==> config.mk <==
export PLATFORM = sky130hd
export DESIGN_NAME = nibble_serial_addsub_flat
export DESIGN_NICKNAME = d
export VERILOG_FILES = /design/src/rtl/nibble_serial_addsub_if.sv /design/src/rtl/nibble_serial_addsub.sv /design/src/flat_wrapper.sv
export SDC_FILE = /design/constraint.sdc
export NUM_CORES = 1
export LEC_CHECK = 0
export CAP_MARGIN = 0
export CORE_MARGIN = 1.5
export CORE_UTILIZATION = 45
export DETAILED_ROUTE_END_ITERATION = 10
export PLACE_DENSITY = 0.72
export REMOVE_ABC_BUFFERS = 1
export SLEW_MARGIN = 40
export SYNTH_ARGS = -nofsm -noshare
export SYNTH_HDL_FRONTEND = slang
export SYNTH_SLANG_ARGS = --single-unit
==> constraint.sdc <==
create_clock -name clk -period 3.4 [get_ports clk]
set_clock_uncertainty 0.05 [all_clocks]
set_input_delay 0.68 -clock clk [delete_from_list [all_inputs] [get_ports clk]]
set_output_delay 0.68 -clock clk [all_outputs]
set_load 0.1 [all_outputs]
==> src/rtl/nibble_serial_addsub_if.sv <==
// Command/result bundle between a command source and the nibble-serial add/sub sequencer.
// The master drives the operands and start; the slave returns the status and the result.
interface nibble_serial_addsub_if #(
    parameter int NIBBLES = 4
);
    localparam int W = 4 * NIBBLES;

    logic         start;
    logic         sub;
    logic [W-1:0] a;
    logic [W-1:0] b;
    logic         busy;
    logic         done;
    logic [W-1:0] s;
    logic         c;
    logic         v;

    modport master (
        output start, sub, a, b,
        input  busy, done, s, c, v
    );

    modport slave (
        input  start, sub, a, b,
        output busy, done, s, c, v
    );
endinterface

==> src/rtl/nibble_serial_addsub.sv <==
// Wide add/subtract through one 4-bit stage, one nibble per cycle LSB first; optional V via NIBBLE_SERIAL_OVF_DETECT_EN.
// Latency NIBBLES cycles accept-to-done; start is accepted in IDLE or DONE and ignored while busy.
module nibble_serial_addsub #(
    parameter int NIBBLES = 4
) (
    input  logic                  clk,
    input  logic                  rst_n,
    nibble_serial_addsub_if.slave bus
);
    localparam int CW = (NIBBLES > 1) ? $clog2(NIBBLES) : 1;

    typedef enum logic [1:0] {
        IDLE = 2'd0,
        RUN  = 2'd1,
        DONE = 2'd2
    } state_t;

    state_t                   state;
    state_t                   state_nxt;
    logic [CW-1:0]            cnt;
    logic                     carry;
    logic [NIBBLES-1:0][3:0]  a_q;
    logic [NIBBLES-1:0][3:0]  b_q;
    logic [NIBBLES-1:0][3:0]  s_q;
    logic                     sub_q;
    logic                     c_q;
    logic                     accept;
    logic                     last;
    logic [3:0]               a_nib;
    logic [3:0]               b_nib;
    logic [4:0]               sum;

    assign accept = bus.start && ((state == IDLE) || (state == DONE));
    assign last   = (cnt == CW'(NIBBLES - 1));

    // The shared narrow stage: B is inverted for subtract, carry seeded with sub.
    assign a_nib = a_q[cnt];
    assign b_nib = b_q[cnt] ^ {4{sub_q}};
    assign sum   = {1'b0, a_nib} + {1'b0, b_nib} + {4'b0000, carry};

    always_ff @(posedge clk or negedge rst_n) begin
        if (!rst_n) begin
            state <= IDLE;
        end else begin
            state <= state_nxt;
        end
    end

    always_comb begin
        state_nxt = state;
        case (state)
            IDLE:    if (bus.start) state_nxt = RUN;
            RUN:     if (last) state_nxt = DONE;
            DONE:    state_nxt = bus.start ? RUN : IDLE;
            default: state_nxt = IDLE;
        endcase
    end

    always_comb begin
        bus.busy = (state == RUN);
        bus.done = (state == DONE);
    end

    always_ff @(posedge clk or negedge rst_n) begin
        if (!rst_n) begin
            a_q   <= '0;
            b_q   <= '0;
            s_q   <= '0;
            sub_q <= 1'b0;
            cnt   <= '0;
            carry <= 1'b0;
            c_q   <= 1'b0;
        end else if (accept) begin
            a_q   <= bus.a;
            b_q   <= bus.b;
            sub_q <= bus.sub;
            cnt   <= '0;
            carry <= bus.sub;
        end else if (state == RUN) begin
            s_q[cnt] <= sum[3:0];
            carry    <= sum[4];
            cnt      <= cnt + 1'b1;
            if (last) begin
                c_q <= sum[4];
            end
        end
    end

    assign bus.s = s_q;
    assign bus.c = c_q;

`ifdef NIBBLE_SERIAL_OVF_DETECT_EN
    logic v_q;

    // Overflow = carry into the sign bit differs from carry out of it.
    always_ff @(posedge clk or negedge rst_n) begin
        if (!rst_n) begin
            v_q <= 1'b0;
        end else if ((state == RUN) && last && !accept) begin
            v_q <= (a_nib[3] ^ b_nib[3] ^ sum[3]) ^ sum[4];
        end
    end

    assign bus.v = v_q;
`else
    assign bus.v = 1'b0;
`endif
endmodule

==> src/flat_wrapper.sv <==
// flat-port wrapper written by rule: the top's interface ports become plain ports
module nibble_serial_addsub_flat 
#(
    parameter int NIBBLES = 4
)
  (clk, rst_n, bus_start, bus_sub, bus_a, bus_b, bus_busy, bus_done, bus_s, bus_c, bus_v);
  nibble_serial_addsub_if #(.NIBBLES(NIBBLES)) bus_i ();
  input  logic clk;
  input  logic rst_n;
  input wire logic [$bits(bus_i.start)-1:0] bus_start;
  input wire logic [$bits(bus_i.sub)-1:0] bus_sub;
  input wire logic [$bits(bus_i.a)-1:0] bus_a;
  input wire logic [$bits(bus_i.b)-1:0] bus_b;
  output wire logic [$bits(bus_i.busy)-1:0] bus_busy;
  output wire logic [$bits(bus_i.done)-1:0] bus_done;
  output wire logic [$bits(bus_i.s)-1:0] bus_s;
  output wire logic [$bits(bus_i.c)-1:0] bus_c;
  output wire logic [$bits(bus_i.v)-1:0] bus_v;
  assign bus_i.start = bus_start;
  assign bus_i.sub = bus_sub;
  assign bus_i.a = bus_a;
  assign bus_i.b = bus_b;
  assign bus_busy = bus_i.busy;
  assign bus_done = bus_i.done;
  assign bus_s = bus_i.s;
  assign bus_c = bus_i.c;
  assign bus_v = bus_i.v;
  nibble_serial_addsub #(.NIBBLES(NIBBLES)) u_core (.clk(clk), .rst_n(rst_n), .bus(bus_i));
endmodule
==> results of run 1 <==
## cell families (layout without fill, tap and decap cells)
family,after synthesis,after routing,share of synthesized area
other cells,1,1,0.00146
xor+xnor,5,5,0.0170
fa+ha+maj,9,9,0.0496
buf+inv,21,73,0.0399
flops,55,55,0.535
compound gates,23,23,0.0564
mux,12,12,0.0948
simple gates,130,130,0.206
## worst register-to-register path: stages (launching register included)
cell      delay [ps]
dfrtp_1          420
buf_4            220
mux4_1           590
xor2_1           160
ha_1             360
a21oi_1          420
nand2_1          190
o211ai_1         210
## metrics by stage
| step | worst slack (ps) | cell area, µm² | hold slack (ps) |
|---|---|---|---|
| 4_1_cts | 684 | 3200 | 395 |
| 3_3_place_gp | 844 | 3110 | 400 |
| 2_1_floorplan | 745 | 2500 | 334 |
| 6_report | 694 | 3200 | 257 |
| 3_5_place_dp | 719 | 3110 | 408 |
| 5_1_grt | 558 | 3200 | 284 |
## routing by layer
layer,vias to the layer above,part of all wire,GRT usage
met1,846,0.46,0.226
met3,8,0.057,0.0419
met5,-,0,0
met2,56,0.47,0.282
li1,935,-,-
met4,0,0.013,0.0607
## worst paths after layout
path | startpoint | end | slack, ps | depth (start not counted)
setup / recovery | u_core.cnt[0] | u_core.bus.s[7] | 690 | 7
min in group clk | u_core.a_q[2] | u_core.a_q[2] | 420 | 2
hold reg to reg | u_core.a_q[2] | u_core.a_q[2] | 420 | 2
hold / removal | rst_n | u_core.b_q[6] | 260 | 1
setup reg to reg | u_core.cnt[0] | u_core.bus.s[7] | 690 | 7
max in group asynchronous | rst_n | u_core.a_q[10] | 2400 | 2
## state kept, by name (all words and copies together), names as in the netlist
register,cells
u_core.a_q,16
u_core.b_q,16
u_core.bus.s,16
u_core.cnt,2
u_core.bus.c,1
u_core.carry,1
u_core.sub_q,1
u_core.state,2
## layout make-up
type / count / area [µm²]
multi-input combinational: 180 / 1100
sequential: 55 / 1380
inverter: 7 / 26.3
clock inverter: 3 / 18.8
tap: 72 / 90.1
fill: 504 / 2310
clock buffer: 5 / 68.8
timing repair buffer: 58 / 520
## synth_stat cells (all sizes together), types with 2 or more instances
cell type  count  area share
dfrtp         55        0.53
mux2           4       0.017
nor2b          2      0.0049
clkbuf         3      0.0049
ha             7       0.034
buf           11       0.025
inv            7       0.010
a21oi          2      0.0039
nand2        114        0.17
xor2           3       0.010
a211o          4       0.014
o21ai         11       0.021
xnor2          2      0.0068
nand3          6       0.012
nand3b         5       0.016
mux4           8       0.077
fa             2       0.016
nand2b         2      0.0049
o211ai         4       0.012
==> summary.txt, run 1 <==
Run
  • Max cap viols: 0

Clock tree
  • Hold_buf cts: 0
  • H-tree Lvls: 2
  • CTS tree: built
  • CTS Buf Count: 5
  • Clock Path Buffers: 2
  • Clock root buffer: clkbuf_8
  • Post-CTS Setup Bufs: 0
  • Clk Latency, worst-skew pair: 310 ps
  • Clock edge transition at the registers on the reported setup and hold paths: 100 ps
  • Clk sinks: 55
  • Cts repair resizes: 0

Yosys
  • Unique masters post-synth: 28
  • Post-synth EDFFs: 0
  • Synth Register Bits: 55
  • Top FF cell, synth: dfrtp_1
  • Async set or reset register ratio after synthesis: 1.00
  • Yosys warns: 0
  • Post-synthesis sequential area ratio: 0.535
  • Avg Cell Area, Syn: 10.1 µm²
  • Mapped Cells: 256
  • Post-synthesis cell area: 0.00257 mm²

Cells and area
  • Most common cell after layout, fill and taps aside: nand2_1
  • # diodes: 0
  • Syn-to-layout area delta: 24.3%
  • Number of nets in the layout: 352
  • Util after Layout: 0.581
  • Final Non-Filler Cells: 380
  • Layout cells sized above 1: 0.133
  • Most frequent cells in the layout: nand2_1 (114), dfrtp_1 (55), clkdlybuf4s50_1 (34), buf_4 (24), o21ai_0 (11)

Routing
  • Final WL: 4870 µm
  • DR vias/cell: 4.86
  • 1st-iter DRT viols: 115
  • Routed Antenna Nets: 0
  • DR DRC count: 0
  • Vias post-DR: 1845
  • 1st-pass router iterations: 4
  • WL/cell: 12.8 µm

Worst setup path
  • Worst Path Buf+Inv: 1
  • Worst Setup Start Kind: flip-flop
  • Critical Path Fanout Max: 11
  • Kind of cell adding the most delay to the critical path: compound AO/OA/AOI/OAI gates
  • CP Data Arrival Time: 2880 ps
  • Critical path cell sequence: buf_4 > mux4_1 > xor2_1 > ha_1 > a21oi_1 > nand2_1 > o211ai_1
  • Max stage delay cell, worst path: mux4_1
  • Worst Path Required: 3580 ps
  • Crit path capture type: flip-flop
  • Slowest stage delay, CP: 590 ps
  • CP Class: reg -> reg

Floorplan
  • # rows: 27
  • Die width: 78.6 µm
  • IO Pins: 56
  • Initial Util: 0.467
  • DIE HEIGHT: 78.6 µm
  • DIE AREA: 0.00618 mm²
  • Core footprint: 0.00551 mm²

Run status
  • Status: finished clean

Timing
  • Relative slew slack: 0.642
  • Worst slew pin tran: 537 ps
  • Fin. max-slew vios: 0
  • # setup viols final: 0
  • Final Hold Vio Count: 0
  • Fin crit period: 2710 ps
  • Setup TNS: 0 ps
  • RSZ-0062 raised after global routing: no
  • Highest clock rate: 0.370 GHz
  • Final period util: 0.796

Global route
  • Initial antenna violation count: 0
  • Global-route wire length before repair: 8280 µm
  • Total track usage: 0.173
  • Vias in the first global route: 1787
  • Largest net degree at the start of global routing: 37
  • Gr ovfl total: 0

Hold path
  • Worst min-delay path category: in -> async

Placed design
  • GP Congestion: 0.776
  • Port Buf Inserts: 54
  • DP Wirelength: 3660 µm
  • Dpl cells: 372
Power of run 1 is left out: the tool's default activity adds up to more than one toggle a clock period on the data nets, which glitch-free logic cannot reach.
==> run 2, diff against run 1 <==
--- a/config.mk
+++ b/config.mk
@@ -9,7 +9,7 @@
 export CORE_MARGIN = 1.5
 export CORE_UTILIZATION = 45
 export DETAILED_ROUTE_END_ITERATION = 10
-export PLACE_DENSITY = 0.72
+export PLACE_DENSITY = 0.75
 export REMOVE_ABC_BUFFERS = 1
 export SLEW_MARGIN = 40
 export SYNTH_ARGS = -nofsm -noshare
==> constraint.sdc (replaced) <==
create_clock -name clk -period 2.4 [get_ports clk]
set_clock_uncertainty 0.05 [all_clocks]
set_input_delay 0.48 -clock clk [delete_from_list [all_inputs] [get_ports clk]]
set_output_delay 0.48 -clock clk [all_outputs]
set_load 0.1 [all_outputs]
==> summary.txt, run 2 (synthesized netlist as in run 1, its figures left out) <==
Cells and area
  • # diodes: 0 (unchanged)
  • Fillers: 495 (-1.8%)
  • Post-route cell area: 0.00330 mm² (+3.2%)
  • Layout cells sized above 1: 0.193 (+0.0599)
  • Util after Layout: 0.600 (+0.0189)
  • Number of nets in the layout: 360 (+2.3%)
  • Most common cell after layout, fill and taps aside: nand2_1
  • Most frequent cells in the layout: nand2_1 (114), dfrtp_1 (55), clkdlybuf4s50_1 (34), buf_4 (28), o21ai_0 (10)
  • Syn-to-layout area delta: 28.3%

Floorplan
  • DIE AREA: 0.00618 mm² (unchanged)
  • Core footprint: 0.00551 mm² (unchanged)
  • # rows: 27 (unchanged)
  • IO Pins: 56 (unchanged)
  • Initial Util: 0.467 (unchanged)
  • DIE HEIGHT: 78.6 µm (unchanged)
  • Die width: 78.6 µm (unchanged)

Clock tree
  • Clk sinks: 55 (unchanged)
  • Clock edge transition at the registers on the reported setup and hold paths: 100 ps (about the same)
  • Clk Latency, worst-skew pair: 300 ps (about the same)
  • Hold_buf cts: 0 (unchanged)
  • CTS tree: built
  • CTS Buf Count: 5 (unchanged)
  • Clock Path Buffers: 2 (unchanged)
  • Clock root buffer: clkbuf_8
  • H-tree Lvls: 2 (unchanged)

Timing
  • Highest clock rate: 0.415 GHz (+12%)
  • RSZ-0062 raised after global routing: yes
  • Fin crit period: 2410 ps (-299 ps)
  • Fin. max-slew vios: 0 (unchanged)
  • Final Hold Vio Count: 0 (unchanged)
  • Final WS setup: -7.56 ps (-701 ps)
  • Setup TNS: -8.44 ps (-8.44 ps)
  • Final period util: 1.00 (+0.207)
  • Worst slew pin tran: 655 ps (+117 ps)
  • # setup viols final: 2 (+2)
  • Relative slew slack: 0.564 (-0.0781)

Routing
  • 1st-iter DRT viols: 87 (-24%)
  • WL/cell: 13.5 µm (+5.7%)
  • DRT met1 WL: 2380 µm (+5.8%)
  • Wire length on met2: 2570 µm (+13%)
  • Final WL: 5250 µm (+7.9%)
  • DR DRC count: 0 (unchanged)
  • Top Layer Used: met4
  • DR vias/cell: 4.95 (+2.0%)
  • Met3 Wirelength: 266 µm (-4.0%)
  • 1st-pass router iterations: 4 (unchanged)
  • Vias post-DR: 1921 (+4.1%)
  • Routed Antenna Nets: 0 (unchanged)

Run status
  • Failing checks: setup timing
  • Status: finished, violations left

Worst setup path
  • CP Class: reg -> reg
  • Worst Setup Start Kind: flip-flop
  • Worst Path Required: 2540 ps (-1040 ps)
  • Critical Path Fanout Max: 4 (-7)
  • Crit path capture type: flip-flop
  • CP Data Arrival Time: 2550 ps (-330 ps)

Global route
  • Initial antenna violation count: 0 (unchanged)
  • Total track usage: 0.189 (+0.0161)
  • Vias in the first global route: 1995 (+12%)
  • Gr ovfl total: 0 (unchanged)
  • Global-route wire length before repair: 9180 µm (+11%)
  • Largest net degree at the start of global routing: 29 (-22%)

Placed design
  • Dpl ws: -76.2 ps (-795 ps)
  • Placed cell area: 0.00319 mm² (+2.5%)
  • DP Wirelength: 3940 µm (+7.7%)
  • Port Buf Inserts: 54 (unchanged)
  • GP Congestion: 0.824 (+6.1%)

Hold path
  • Worst min-delay path category: in -> async

Run
  • Max cap viols: 0 (unchanged)
==> run 2: cell count changes in the layout (fill, tap and decap cells not counted), sizes merged <==
cell,delta
inv,-1
clkinv,+1
buf,+8
==> run 2: metal layers <==
metal  GRT usage  vias to the layer above
met5           0                        -
met4      0.0536                        0
met2       0.319                       63
li1            -                      950
met1       0.248                      904
met3      0.0372                        4
==> run 2: timing repair <==
| item | CTS | global route |
|---|---|---|
| hold endpoints to repair | 0 | 0 |
| resized for setup | 11 | 3 |
| buffers inserted | 1 | 0 |
| endpoints found under the setup margin | 14 | 12 |
| pin swaps | 5 | 4 |
==> run 2: worst max-delay path, stage by stage (launching register included) <==
cell and delay [ps]:
dfrtp_1 410, mux4_2 550, xnor2_2 150, fa_2 350, inv_2 70, fa_2 450, mux2_2 280
==> run 2: cell type report <==
class | instances | area (µm²) | area share
clock buffers | 5 | 68.8 | 0.0208
flip-flops and latches | 55 | 1380 | 0.417
well taps | 72 | 90.1 | 0.0273
multi-input cells | 180 | 1120 | 0.339
clock inverters | 3 | 15.0 | 0.00455
repair buffers | 66 | 607 | 0.184
inverters | 7 | 26.3 | 0.00796
==> run 2: through the flow <==
stage	cells	hold slack (ps)
2_1_floorplan	242	134
6_report	388	142
5_1_grt	388	184
3_3_place_gp	379	400
4_1_cts	388	153
3_5_place_dp	379	406
==> run 2: final timing paths <==
kind | from | to | slack, ps | depth (start not counted)
worst max-delay path | u_core.cnt[0] | u_core.bus.s[13] | -8 | 6
worst min-delay path | rst_n | u_core.bus.s[9] | 140 | 1
worst max register to register | u_core.cnt[0] | u_core.bus.s[13] | -8 | 6
worst min register to register | u_core.a_q[7] | u_core.a_q[7] | 430 | 2
max in group asynchronous | rst_n | u_core.a_q[13] | 1580 | 2
min in group clk | u_core.a_q[7] | u_core.a_q[7] | 430 | 2
Power of run 2 is left out for the same reason.
